File: config.mk
export PLATFORM = sky130hd
export DESIGN_NAME = countdown_timer_bcd
export DESIGN_NICKNAME = d
export VERILOG_FILES = /design/src/rtl/countdown_timer_bcd.sv
export SDC_FILE = /design/constraint.sdc
export NUM_CORES = 1
export LEC_CHECK = 0
export CAP_MARGIN = 25
export CORE_ASPECT_RATIO = 0.6
export CORE_UTILIZATION = 30
export CTS_BUF_LIST = sky130_fd_sc_hd__clkbuf_8 sky130_fd_sc_hd__clkbuf_16
export DETAILED_ROUTE_END_ITERATION = 8
export HOLD_SLACK_MARGIN = 0.02
export PLACE_DENSITY_LB_ADDON = 0.15
export SYNTH_ARGS = -nofsm -noshare
export SYNTH_HDL_FRONTEND = slang
export SYNTH_SLANG_ARGS = --single-unit
export TNS_END_PERCENT = 20
File: constraint.sdc
create_clock -name clk -period 8.2 [get_ports clk]
set_clock_uncertainty 0.1 [all_clocks]
set_input_delay 1.64 -clock clk [delete_from_list [all_inputs] [get_ports clk]]
set_output_delay 1.64 -clock clk [all_outputs]
set_load 0.05 [all_outputs]
File: src/rtl/countdown_timer_bcd.sv
`default_nettype none
// ============================================================================
// Module      : countdown_timer_bcd
// Description : BCD MM:SS.CC countdown timer. A prescaler produces one tick
//               every TICK_DIV cycles; each tick decrements the loaded value
//               by one centisecond through a per-digit ripple-borrow chain.
//               An IDLE/RUN/PAUSE/DONE state machine provides start, pause,
//               resume and expiry signalling.
//               Optional feature macro: COUNTDOWN_ALARM_EN adds an alarm
//               output that stays high for ALARM_TICKS ticks after expiry.
// Revision    : 1.0 - initial release
// ============================================================================
module countdown_timer_bcd #(
    parameter int TICK_DIV    = 100000
`ifdef COUNTDOWN_ALARM_EN
   ,parameter int ALARM_TICKS = 100
`endif
) (
    input  logic       clk,
    input  logic       reset,
    input  logic       load,
    input  logic [7:0] load_min,
    input  logic [7:0] load_sec,
    input  logic [7:0] load_csec,
    input  logic       start,
    input  logic       stop,
    output logic [7:0] min_out,
    output logic [7:0] sec_out,
    output logic [7:0] csec_out,
    output logic       running,
    output logic       done,
    output logic       expired
`ifdef COUNTDOWN_ALARM_EN
   ,output logic       alarm
`endif
);

    localparam int PW = (TICK_DIV > 2) ? $clog2(TICK_DIV) : 1;
    localparam logic [PW-1:0] C_PRESC_MAX = PW'(TICK_DIV - 1);
    localparam logic [PW-1:0] C_PRESC_ONE = PW'(1);

    typedef enum logic [1:0] {
        S_IDLE  = 2'd0,
        S_RUN   = 2'd1,
        S_PAUSE = 2'd2,
        S_DONE  = 2'd3
    } state_t;

    // Borrowing decrement of one BCD digit: returns {borrow_out, new_digit}.
    // A digit only moves when a borrow arrives; at zero it wraps to wrap_to.
    function automatic logic [4:0] dec_digit(input logic [3:0] d,
                                             input logic       b,
                                             input logic [3:0] wrap_to);
        logic [4:0] r;
        if (!b) begin
            r = {1'b0, d};
        end else if (d == 4'd0) begin
            r = {1'b1, wrap_to};
        end else begin
            r = {1'b0, d - 4'd1};
        end
        return r;
    endfunction

    // Clamp an out-of-range BCD digit to the largest legal value.
    function automatic logic [3:0] sat_digit(input logic [3:0] d,
                                             input logic [3:0] max_v);
        return (d > max_v) ? max_v : d;
    endfunction

    state_t          state_q, state_d;
    logic [7:0]      min_q, min_d;
    logic [7:0]      sec_q, sec_d;
    logic [7:0]      csec_q, csec_d;
    logic [PW-1:0]   presc_q, presc_d;
    logic            done_q, done_d;

    logic [4:0]      w_cu, w_ct, w_su, w_st, w_mu, w_mt;
    logic [23:0]     w_dec_val;
    logic            w_val_zero;
    logic            w_dec_zero;
    logic            w_presc_wrap;
    logic [PW-1:0]   w_presc_next;

`ifdef COUNTDOWN_ALARM_EN
    localparam int AW = $clog2(ALARM_TICKS + 2);
    localparam logic [AW-1:0] C_ALARM_LEN = AW'(ALARM_TICKS);
    localparam logic [AW-1:0] C_ALARM_ONE = AW'(1);

    logic            alarm_q, alarm_d;
    logic [AW-1:0]   alarm_cnt_q, alarm_cnt_d;
`endif

    // Ripple-borrow chain over all six digits, always fed a borrow of one.
    always_comb begin
        w_cu = dec_digit(csec_q[3:0], 1'b1,     4'd9);
        w_ct = dec_digit(csec_q[7:4], w_cu[4],  4'd9);
        w_su = dec_digit(sec_q[3:0],  w_ct[4],  4'd9);
        w_st = dec_digit(sec_q[7:4],  w_su[4],  4'd5);
        w_mu = dec_digit(min_q[3:0],  w_st[4],  4'd9);
        w_mt = dec_digit(min_q[7:4],  w_mu[4],  4'd9);
        w_dec_val    = {w_mt[3:0], w_mu[3:0], w_st[3:0], w_su[3:0],
                        w_ct[3:0], w_cu[3:0]};
        w_val_zero   = ({min_q, sec_q, csec_q} == 24'd0);
        w_dec_zero   = (w_dec_val == 24'd0);
        w_presc_wrap = (presc_q == C_PRESC_MAX);
        w_presc_next = w_presc_wrap ? '0 : (presc_q + C_PRESC_ONE);
    end

    // Next-state, prescaler and digit update; load overrides everything else.
    always_comb begin
        state_d = state_q;
        min_d   = min_q;
        sec_d   = sec_q;
        csec_d  = csec_q;
        presc_d = presc_q;
        done_d  = 1'b0;
`ifdef COUNTDOWN_ALARM_EN
        alarm_d     = alarm_q;
        alarm_cnt_d = alarm_cnt_q;
`endif
        if (load) begin
            min_d   = {sat_digit(load_min[7:4],  4'd9), sat_digit(load_min[3:0],  4'd9)};
            sec_d   = {sat_digit(load_sec[7:4],  4'd5), sat_digit(load_sec[3:0],  4'd9)};
            csec_d  = {sat_digit(load_csec[7:4], 4'd9), sat_digit(load_csec[3:0], 4'd9)};
            state_d = S_IDLE;
            presc_d = '0;
`ifdef COUNTDOWN_ALARM_EN
            alarm_d     = 1'b0;
            alarm_cnt_d = '0;
`endif
        end else begin
            case (state_q)
                S_IDLE, S_PAUSE: begin
                    // stop beats start; stop itself does nothing here.
                    if (start && !stop) begin
                        if (w_val_zero) begin
                            state_d = S_DONE;
                            done_d  = 1'b1;
                            presc_d = '0;
`ifdef COUNTDOWN_ALARM_EN
                            alarm_d     = (ALARM_TICKS > 0);
                            alarm_cnt_d = C_ALARM_LEN;
`endif
                        end else begin
                            state_d = S_RUN;
                            if (state_q == S_IDLE) begin
                                presc_d = '0;
                            end
                        end
                    end
                end
                S_RUN: begin
                    if (stop) begin
                        // Freeze both value and prescaler so resume loses nothing.
                        state_d = S_PAUSE;
                    end else begin
                        presc_d = w_presc_next;
                        if (w_presc_wrap) begin
                            {min_d, sec_d, csec_d} = w_dec_val;
                            if (w_dec_zero) begin
                                state_d = S_DONE;
                                done_d  = 1'b1;
`ifdef COUNTDOWN_ALARM_EN
                                alarm_d     = (ALARM_TICKS > 0);
                                alarm_cnt_d = C_ALARM_LEN;
`endif
                            end
                        end
                    end
                end
                S_DONE: begin
`ifdef COUNTDOWN_ALARM_EN
                    // The prescaler only runs here to time the alarm pulse.
                    if (alarm_q) begin
                        presc_d = w_presc_next;
                        if (w_presc_wrap) begin
                            if (alarm_cnt_q <= C_ALARM_ONE) begin
                                alarm_d     = 1'b0;
                                alarm_cnt_d = '0;
                            end else begin
                                alarm_cnt_d = alarm_cnt_q - C_ALARM_ONE;
                            end
                        end
                    end
`endif
                end
                default: begin
                    state_d = S_IDLE;
                end
            endcase
        end
    end

    // State, digit, prescaler and pulse registers with synchronous reset.
    always_ff @(posedge clk) begin
        if (reset) begin
            state_q <= S_IDLE;
            min_q   <= 8'h00;
            sec_q   <= 8'h00;
            csec_q  <= 8'h00;
            presc_q <= '0;
            done_q  <= 1'b0;
        end else begin
            state_q <= state_d;
            min_q   <= min_d;
            sec_q   <= sec_d;
            csec_q  <= csec_d;
            presc_q <= presc_d;
            done_q  <= done_d;
        end
    end

`ifdef COUNTDOWN_ALARM_EN
    // Alarm pulse and its tick counter.
    always_ff @(posedge clk) begin
        if (reset) begin
            alarm_q     <= 1'b0;
            alarm_cnt_q <= '0;
        end else begin
            alarm_q     <= alarm_d;
            alarm_cnt_q <= alarm_cnt_d;
        end
    end

    assign alarm = alarm_q;
`endif

    assign min_out  = min_q;
    assign sec_out  = sec_q;
    assign csec_out = csec_q;
    assign running  = (state_q == S_RUN);
    assign expired  = (state_q == S_DONE);
    assign done     = done_q;

endmodule
`default_nettype wire

After elaboration in Yosys (flattened, before gate mapping) --
Cells that the tools add are included. W data, S select, Z words.
Storage, ports and cells: word-level logic and storage cells 95, output and inout bits 27, input bits 29, flip-flop bits (word level) 44
Operators by class: eq/ne operators 10, magnitude comparators 6, multiplexer cells 47, add/sub/neg operators 7, reduce and logical (&&, ||, !) cells 19
Operator list (count):
- $mux W8 | 12
- $mux W17 | 5
- $logic_not A24 Y1 | 2
- $mux W5 | 9
- $pmux W17 S2 | 1
- $mux W4 | 8
- $logic_not A4 Y1 | 6
- $sub A4 B1 Y4 const B | 6
- $gt A4 B4 Y1 const B | 5
- $add A17 B1 Y17 const B | 1
- $eq A17 B17 Y1 const B | 1
- $mux W2 | 5
- $reduce_and A4 Y1 | 2
- $ne A2 B2 Y1 const B | 3
- $ne A3 B2 Y1 const B | 2
- $reduce_bool A2 Y1 | 3
- $mux W1 | 5
- $eq A2 B2 Y1 const B | 2
- $gt A4 B3 Y1 const B | 1
- $pmux W2 S2 | 1
- $reduce_or A2 Y1 | 2
- $ne A3 B3 Y1 const B | 1
- $reduce_and A3 Y1 | 1
- $eq A2 B1 Y1 const B | 1
- 4 further kinds | 4

Depth between registers and ports, before layout --
Gate-level depths: netlist of the first run.
word-level depth 12, gate-level depth with buffers 9

Least setup slack after synthesis of the first run --
Ideal clock, no wire load.
kind input-to-reg, from input stop, to register presc_q[9], library setup time 141 ps, data arrival time 2922 ps, slack 5037 ps, cell stages on the path 7, buffers on the path 2, path through nor3b_1 > nand3_1 > o31a_1 > buf_6 > clkbuf_1 > o31ai_1 > a21oi_1
On the way: word-level cells in the longest chain between the ends 4, elaborated cells between the ends (all ways) 5, those cells by class eq/ne: 2; reduce/logical: 3
RTL lines:
- start: declaration | line 26 | input logic stop,
- $logic_not A1 Y1 | line 136 | if (start && !stop) begin
- $logic_and A1 B1 Y1 | line 136
- $ne A2 B2 Y1 (no source line)
- $reduce_and A4 Y1 (no source line) (*)
- end signal: assignment | line 209 | presc_q <= presc_d;
- end: declaration | line 75 | logic [PW-1:0] presc_q, presc_d;
Mark *: on every way between the ends. The rest lies on a longest branch, timed or not. A chain may end at the register's enable or synchronous reset.

Worst setup path after layout of the first run --
from input load, to register presc_q[5]
On the way: word-level cells in the longest chain between the ends 1
RTL lines:
- start: declaration | line 21 | input logic load,
- $reduce_or A2 Y1 (no source line)
No other way between the ends.

==> run summary, run 1 <==
Worst setup path
- biggest cell delay along the critical path: 0.82 ns
- category of the worst setup path launch point: primary input
- critical register-to-register path endpoint: min_out[7]
- worst reg-to-reg path cell count: 5
- data arrival time of the critical path: 4.26 ns
- Reg2Reg Setup Slack: 5.00 ns
- cell type of the slowest stage on the worst timing path: clkdlybuf4s50_1
- critical path class: primary input to flip-flop
- sort of element at the end of the critical path: flip-flop
- Worst Path Max Fanout: 21
- Cell Chain, Critical Path: clkdlybuf4s50_1 -> nor2_1 -> o31ai_1 -> a31oi_1 -> nor2_1 -> a21oi_1
- CP Data Required Time: 8.31 ns
- critical path's most frequent cell: nor2_1
- startpoint of the worst register-to-register path: csec_out[0]

Synth
- most common cell in the synthesized netlist: dfxtp_1
- Syn Area/Cell: 7.83 sq um
- top-area cell type share of the netlist area: 33.2%
- ranking of synthesized cells by area: dfxtp_1 33%, nor2_1 4.8%, o21ai_0 4.5%
- Cell variety after synth: 54
- FFs w/ async S/R, synth: 0%
- Mapped Cells: 339
- synthesized cell area: 2660 sq um
- leading area contributor after synthesis: dfxtp_1
- Ys Warns: 0
- total of flip-flops plus latches after synthesis: 44
- total nets after synthesis: 369
- top flip-flop cell by instance count after synthesis: dfxtp_1
- Post-synth EDFFs: 0
- list of most frequent post-synthesis cells: 44 x dfxtp_1, 34 x nor2_1, 24 x o21ai_0
- sequential element share of the synthesized area: 33.2%

Global route
- largest net degree at the start of global routing: 23
- gr ovfl total: 0
- initial antenna violation count: 0
- via count of the first global-routing pass: 2529
- overall global routing resource usage: 19.3%
- first-pass GRT wire length: 13400 microns

Clocking
- # hold bufs at CTS: 0
- later-pin clock latency in the skew report: 0.29 ns
- number of buffers created by CTS: 5
- largest buffer count on any clock path: 2
- clock tree from TritonCTS: built
- number of setup buffers added after CTS: 0
- # resized after CTS: 0
- CTS H-tree lvls: 2
- clock sink count: 44
- clock root buffer: clkbuf_16
- clock transition at the registers of the reported paths: 0.06 ns

Worst hold path
- hold-critical path depth: 1
- Worst Min Path Start: sec_out[7]
- sink of the worst hold path: sec_out[7]
- path type of the worst min-delay path: flip-flop to flip-flop

Power and ir drop
- Lkg Pwr: 1.14 nW
- Peak VDD IR: 72.4 uV
- Power Total: 0.541 mW
- power per cell area: 157 nW/um^2

Floorplan
- I/O pin cnt: 56
- Total Die Area: 9240 sq um
- area of the core: 8560 sq um
- count of standard-cell rows: 26
- die span in y: 74.9 microns
- Die Span X: 123 microns
- Initial Utilization: 31.0%

Detailed routing
- remaining antenna violation count: 0
- Vias/cell: 5.76
- detailed-route wire length: 8500 microns
- via count: 2894
- iteration-0 DRC count of the detailed router: 249
- DRC viols: 0
- Routed wire per std cell: 16.9 microns
- router iterations before antenna repair: 5

Status
- outcome: complete, no violations

Layout
- number of nets in the layout: 419
- proportion of layout cells with a drive suffix above 1: 3.59%
- Layout Area Growth over Synthesis: 29.6%
- Antenna Diode Count: 0

Placed design
- Final Wtd Congestion: 0.839
- half-perimeter wire length of the detailed placement result: 6250 microns
- number of buffers added on ports: 55

STA
- slew of the pin with the lowest slew margin: 0.914 ns
- period utilization: 50.6%
- max frequency: 241 MHz
- final hold slack: 0.402 ns
- Slew HR: 38.5%
- time the final worst path needs with I/O delays and setup: 4.15 ns
- setup repair after global routing missed its margin: no
- hold violation total from the final report: 0
- total count of max-transition violations in the final report: 0
- Finish-stage setup viols: 0
- Setup TNS: 0 ns

Flow run
- Max-Cap Viols: 0

## worst max-delay path, delay by kind of cell
family	cells	cell delay [ns]
simple gates	2	0.94
buf+inv	1	0.82
compound gates	3	0.85
## per-stage QoR
stage                     setup WS, ns  area, sq um  util, %  cells
after floorplan                   5.04         2660        -    339
after global placement            3.95         3290     38.5    494
after detailed placement          3.78         3290     38.5    494
after CTS                         4.07         3440     40.2    502
after global routing              3.76         3440     40.2    502
final                             4.05         3440     40.2    502
## placed cells by master, fill, tap and decap left out, drive strengths merged, types with 13 or more instances in the layout
| cell type | n |
|---|---|
| nand3 | 14 |
| nor3 | 13 |
| a21oi | 19 |
| nor2 | 34 |
| nand2 | 23 |
| dfxtp | 44 |
| nor4 | 17 |
| o21ai | 24 |
| inv | 13 |
| clkdlybuf4s50 | 55 |
## state kept, by name, summed over array words and instances, names as in the netlist
signal / cells
csec_out: 8
done: 1
min_out: 8
presc_q: 17
sec_out: 8
state_q: 2
## routing by layer
| metal | routed length [microns] | GRT usage (%) | up-vias |
|---|---|---|---|
| met5 | 0 | 0 | - |
| met4 | 104 | 5.49 | 0 |
| met3 | 603 | 4.70 | 11 |
| met2 | 3250 | 25.8 | 113 |
| met1 | 4550 | 29.9 | 1360 |
| li1 | - | - | 1410 |
## worst max path at each step
stage | start | slack (ns) | depth (start not counted) | endpoint
3_5_place_dp | reset | 3.78 | 6 | presc_q[5]
4_1_cts | reset | 4.07 | 6 | presc_q[5]
2_1_floorplan | stop | 5.04 | 7 | presc_q[9]
6_report | load | 4.05 | 6 | presc_q[5]
3_3_place_gp | reset | 3.95 | 6 | presc_q[15]
5_1_grt | reset | 3.76 | 6 | presc_q[6]
## cell families after synthesis
kind of cell / share of synthesized area, %
XOR/XNOR: 1.65
AO/OA/AOI/OAI: 24.0
buffers and inverters: 3.91
multiplexers: 3.44
adder cells (fa/ha/maj): 0.471
flip-flops: 33.2
AND/OR/NAND/NOR: 33.3
## cell type report
class | count | area [sq um]
inverter | 12 | 45.0
clock inverter | 2 | 7.51
tap | 112 | 140
fill | 884 | 5110
multi-input combinational | 270 | 1670
sequential | 44 | 881
clock buffer | 6 | 139
timing repair buffer | 56 | 558
## where the power goes
group	switching [mW]	total [mW]	internal, mW
clock network	0.0827	0.202	0.119
registers	0.0114	0.233	0.221
logic	0.0654	0.107	0.0414
No activity file was read; power rests on OpenSTA's default activity.
==> run 2, diff against run 1 <==
Clock period 8.2 ns to 3.5 ns, I/O delays scaled along.
==> run summary, run 2 (synthesis gave the netlist of run 1 again) <==
Worst setup path
- CP Data Required Time: 3.62 ns, -4.69 ns
- sort of element at the end of the critical path: flip-flop
- category of the worst setup path launch point: flip-flop
- data arrival time of the critical path: 3.07 ns, -1.19 ns
- critical path class: flip-flop to flip-flop
- Worst Path Max Fanout: 22, +4.8%

Layout
- proportion of layout cells with a drive suffix above 1: 5.54%, +2.0 points
- Antenna Diode Count: 0, unchanged
- most used cells in the layout excluding fill and tap cells: 55 x clkdlybuf4s50_1, 44 x dfxtp_1, 34 x nor2_1
- number of flip-flops under the largest register name: 17, unchanged
- number of nets in the layout: 427, +1.9%
- Largest Register: presc_q
- Layout Area Growth over Synthesis: 31.4%
- final cell utilization of the core: 40.8%, +0.56 points
- most common library cell in the layout ignoring fill and taps: clkdlybuf4s50_1

Clocking
- later-pin clock latency in the skew report: 0.29 ns, about the same
- clock transition at the registers of the reported paths: 0.06 ns, about the same
- # hold bufs at CTS: 0, unchanged
- clock tree from TritonCTS: built
- # resized after CTS: 0, unchanged
- largest buffer count on any clock path: 2, unchanged
- clock sink count: 44, unchanged
- number of setup buffers added after CTS: 0, unchanged
- number of buffers created by CTS: 5, unchanged
- CTS H-tree lvls: 2, unchanged
- clock root buffer: clkbuf_16

Floorplan
- Initial Utilization: 31.0%, unchanged
- Total Die Area: 9240 sq um, unchanged
- I/O pin cnt: 56, unchanged
- die span in y: 74.9 microns, unchanged
- count of standard-cell rows: 26, unchanged
- area of the core: 8560 sq um, unchanged
- Die Span X: 123 microns, unchanged

Global route
- GRT met3 Usage: 4.24%, -0.45 points
- met2 layer usage reported by global route: 22.6%, -3.2 points
- first-pass GRT wire length: 13100 microns, -1.6%
- overall global routing resource usage: 18.9%, -0.40 points
- via count of the first global-routing pass: 2400, -5.1%
- Global Route met1 Usage: 31.9%, +2.0 points
- layer with the highest usage after global routing: met1
- initial antenna violation count: 0, unchanged
- largest net degree at the start of global routing: 23, unchanged
- gr ovfl total: 0, unchanged

Power and ir drop
- Lkg Pwr: 1.17 nW, +2.8%
- power per cell area: 360 nW/um^2, +130%
- Peak VDD IR: 187 uV, +160%

STA
- setup repair after global routing missed its margin: no
- Setup TNS: 0 ns, unchanged
- max frequency: 339 MHz
- period utilization: 84.3%
- slew of the pin with the lowest slew margin: 0.760 ns, -0.154 ns
- Slew HR: 49.3%, +11 points
- Finish-stage setup viols: 0, unchanged
- time the final worst path needs with I/O delays and setup: 2.95 ns
- total count of max-transition violations in the final report: 0, unchanged
- hold violation total from the final report: 0, unchanged

Detailed routing
- via count: 2876, -0.62%
- router iterations before antenna repair: 5, unchanged
- remaining antenna violation count: 0, unchanged
- Vias/cell: 5.65, -2.0%
- iteration-0 DRC count of the detailed router: 247, -0.80%
- DRC viols: 0, unchanged
- detailed-route wire length: 8440 microns, -0.71%
- Routed wire per std cell: 16.6 microns, -2.1%

Placed design
- Final Wtd Congestion: 0.843, +0.51%
- half-perimeter wire length of the detailed placement result: 6360 microns, +1.7%
- number of buffers added on ports: 55, unchanged

Status
- outcome: complete, no violations

Worst hold path
- path type of the worst min-delay path: flip-flop to flip-flop

Flow run
- Max-Cap Viols: 0, unchanged

## run 2: cell types whose count changed in the layout (fill, tap and decap cells not counted), sizes merged
| cell | before | now |
|---|---|---|
| buf | 1 | 9 |
| inv | 13 | 12 |
| clkbuf | 6 | 5 |
| clkinv | 1 | 2 |
## run 2: worst paths after layout
check / from / to / depth (start not counted) / slack [ns]
max: csec_out[0] / presc_q[11] / 5 / 0.55
min: sec_out[7] / sec_out[7] / 1 / 0.40
max reg2reg: csec_out[0] / presc_q[11] / 5 / 0.55
min reg2reg: sec_out[7] / sec_out[7] / 1 / 0.40
## run 2: metal layers
metal	vias to the layer above	share of wire (%)
li1	1423	-
met1	1334	57
met2	112	35
met3	7	7.1
met4	0	0.76
met5	-	0
## run 2: power by group
group | total (mW) | internal, mW | leakage, nW | switching [mW]
clock | 0.455 | 0.257 | 0.0709 | 0.198
sequential | 0.545 | 0.518 | 0.359 | 0.0267
combinational | 0.257 | 0.102 | 0.744 | 0.154
total | 1.26 | 0.877 | 1.17 | 0.379
## run 2: metrics by stage
stage                     area, sq um  setup WS (ns)  instances  total power [mW]  hold WS, ns
after global placement           3350          0.457        502             0.810        0.394
after global routing             3490          0.375        509              1.31        0.422
after floorplan                  2660          0.586        339             0.703        0.375
final                            3490          0.551        509              1.26        0.402
after detailed placement         3350          0.415        502             0.810        0.385
after CTS                        3490          0.561        509              1.26        0.402
## run 2: layout make-up
type                            count  area [sq um]
Clock buffer                        5           125
Clock inverter                      2          8.76
Fill cell                         895          5070
Inverter                           12          45.0
Multi-Input combinational cell    270          1670
Sequential cell                    44           881
Tap cell                          112           140
Timing Repair Buffer               64           618
## run 2: critical path, cell delays in order (launching register included)
cell	delay [ns]
dfxtp_1	0.38
or4_1	0.68
or3_1	0.44
o31a_1	0.56
or4_1	0.58
a21oi_1	0.14
==> edit: new RTL, flow settings as in run 1 <==
Encoding of `state_t`: now Gray code (2 bits for 4 states).
--- a/src/rtl/countdown_timer_bcd.sv
+++ b/src/rtl/countdown_timer_bcd.sv
@@ -42,6 +42,6 @@
     typedef enum logic [1:0] {
-        S_IDLE  = 2'd0,
-        S_RUN   = 2'd1,
-        S_PAUSE = 2'd2,
-        S_DONE  = 2'd3
+        S_IDLE  = 2'b00,
+        S_RUN   = 2'b01,
+        S_PAUSE = 2'b11,
+        S_DONE  = 2'b10
     } state_t;
Behaviour: same outputs for any inputs over 10 cycles, from zero or initial values and one cycle with reset high; not proved beyond that.
==> edit against run 1 <==
  * Count of clock-buffer cells in the layout decreased by 1
  * Worst setup slack improved by 0.017 ns
  * Design area increased by 5.6%
  * Routed wire length increased by 1.4%
  * Synthesized cell count increased by 3.2%
  * Sequential cell count unchanged
  * Total power increased by 4.3%
  * Core utilization decreased by 0.83 points
  * Non-clock buffer count decreased by 1
  * Synthesized area increased by 7.6%
  * Largest power group unchanged
  * Highest routed layer unchanged
==> edit: results (changes against run 1) <==
status: finished clean
via count: 2841 (-1.8%)
sequential-to-total area share from yosys stat: 30.82% (-2.4 points)
Area contributors post-synth: dfxtp_1 31%, nor2_1 5.9%, xor2_1 4.0%
antenna violations before repair: 0 (unchanged)
WL per Instance: 16.33 um (-3.6%)
Worst setup SP type: input pin
via count of the first global-routing pass: 2580 (+2.0%)
DRT Pass-1 Iters: 4 (-1)
initial DRC count: 238 (-4.4%)
worst vdd ir: 74.92 uV (+3.5%)
DP Wirelength: 6467 um (+3.4%)
Worst Hold Depth: 2 (+1)
Hold Path Class: flop to flop
uppermost layer routed: met4
R2R depth: 6 (+1)
slowest CP cell: clkdlybuf4s50_1
yosys warns: 0 (unchanged)
top cells by count, synth: 45 x nor2_1, 44 x dfxtp_1, 18 x a21oi_1, 18 x o21ai_0, 17 x nand2_1
crit-path max cell delay: 1.04 ns (+0.22 ns)
Clock Latency Late Sink: 0.29 ns (about the same)
Num CTS Buffers: 5 (unchanged)
nets: 430 (+2.6%)
dpl cell area: 3491 um2 (+6.0%)
met2 WL: 3090 um (-4.8%)
minimum clock period: 4.129 ns (-0.01729 ns)
worst setup path endpoint: presc_q[7]
Mapped Nets: 383 (+3.8%)
GRT Util Overall: 17.92% (-1.4 points)
r2r startpoint: csec_out[0]
DR WL met3: 618 um (+2.5%)
clock root cell: clkbuf_16
number of fill cells: 943 (+6.7%)
Worst-Margin Slew: 0.8969 ns (-0.01727 ns)
first-pass GRT wire length: 13950 um (+4.4%)
Biggest register: presc_q
# diodes: 0 (unchanged)
pin count of the biggest net entering global routing: 31 (+35%)
Place WS: 3.812 ns (+0.02764 ns)
Synth cell types: 63 (+17%)
Lkg Pwr: 0.001269 uW (+11%)
FF-to-FF setup slack: 5.31 ns (+0.31 ns)
IO Port Bufs: 55 (unchanged)
Arr. time, crit path: 4.21 ns (-0.05 ns)
worst setup path start: reset
routability cong.: 0.8222 (-1.9%)
layout cell share with drive strength beyond 1: 5.528% (+1.9 points)
M1 WL: 4857 um (+6.8%)
largest fanout on the critical path: 23 (+9.5%)
## edit: cell types whose count changed after synthesis, sizes merged, moves of 5 or more
cell,change
inv,+5
o31a,-6
or4,-6
or3,-8
nand2,-5
nor4,-11
a21o,+5
nand4,+9
o31ai,-8
nor2,+12
nand4b,+5
xor2,+13
## edit: through the flow
step	hold WS [ns]	std cells	power, uW
final	0.4076	528	564.5
after global routing	0.4382	528	589.2
after CTS	0.4062	528	569.1
after detailed placement	0.4003	520	370.3
after global placement	0.3882	520	370.5
after floorplan	0.3577	350	324.0
## edit: worst max-delay path: cells and delay by family
kind | cells | cell delay (ns)
compound gates | 4 | 1.23
buf+inv | 1 | 1.04
simple gates | 1 | 0.28
## edit: layout make-up
class / count / area [um2] / share of cell area, %
inverter: 16 / 60.06 / 1.653
sequential: 44 / 880.8 / 24.25
multi-input combinational: 275 / 1837 / 50.57
timing repair buffer: 55 / 550.5 / 15.16
tap: 130 / 162.7 / 4.478
clock inverter: 3 / 16.27 / 0.4478
clock buffer: 5 / 125.1 / 3.445
## edit: power by group
| group | switching, uW | internal (uW) |
|---|---|---|
| registers | 17.1 | 222 |
| clock network | 86.7 | 111 |
| logic | 77.7 | 49.8 |
| total | 181 | 383 |
## edit: layer usage
layer / up-vias / track usage, %
met1: 1321 / 29.09
li1: 1399 / -
met2: 114 / 22.50
met3: 7 / 4.690
met5: - / 0
met4: 0 / 3.176
## edit: worst min-delay path by stage
stage / from / to / slack [ns]
detailed placement: presc_q[9] / presc_q[9] / 0.40
floorplan: presc_q[9] / presc_q[9] / 0.36
global placement: presc_q[1] / presc_q[1] / 0.39
global route: presc_q[1] / presc_q[1] / 0.44
finish: presc_q[9] / presc_q[9] / 0.41
CTS: presc_q[9] / presc_q[9] / 0.41
## edit: kinds of logic after synthesis
| family | synth area share, % |
|---|---|
| adder cells (fa/ha/maj) | 1.751 |
| XOR/XNOR | 5.823 |
| AO/OA/AOI/OAI | 20.54 |
| multiplexers | 3.547 |
| flip-flops | 30.82 |
| AND/OR/NAND/NOR | 32.62 |
| buffers and inverters | 4.904 |
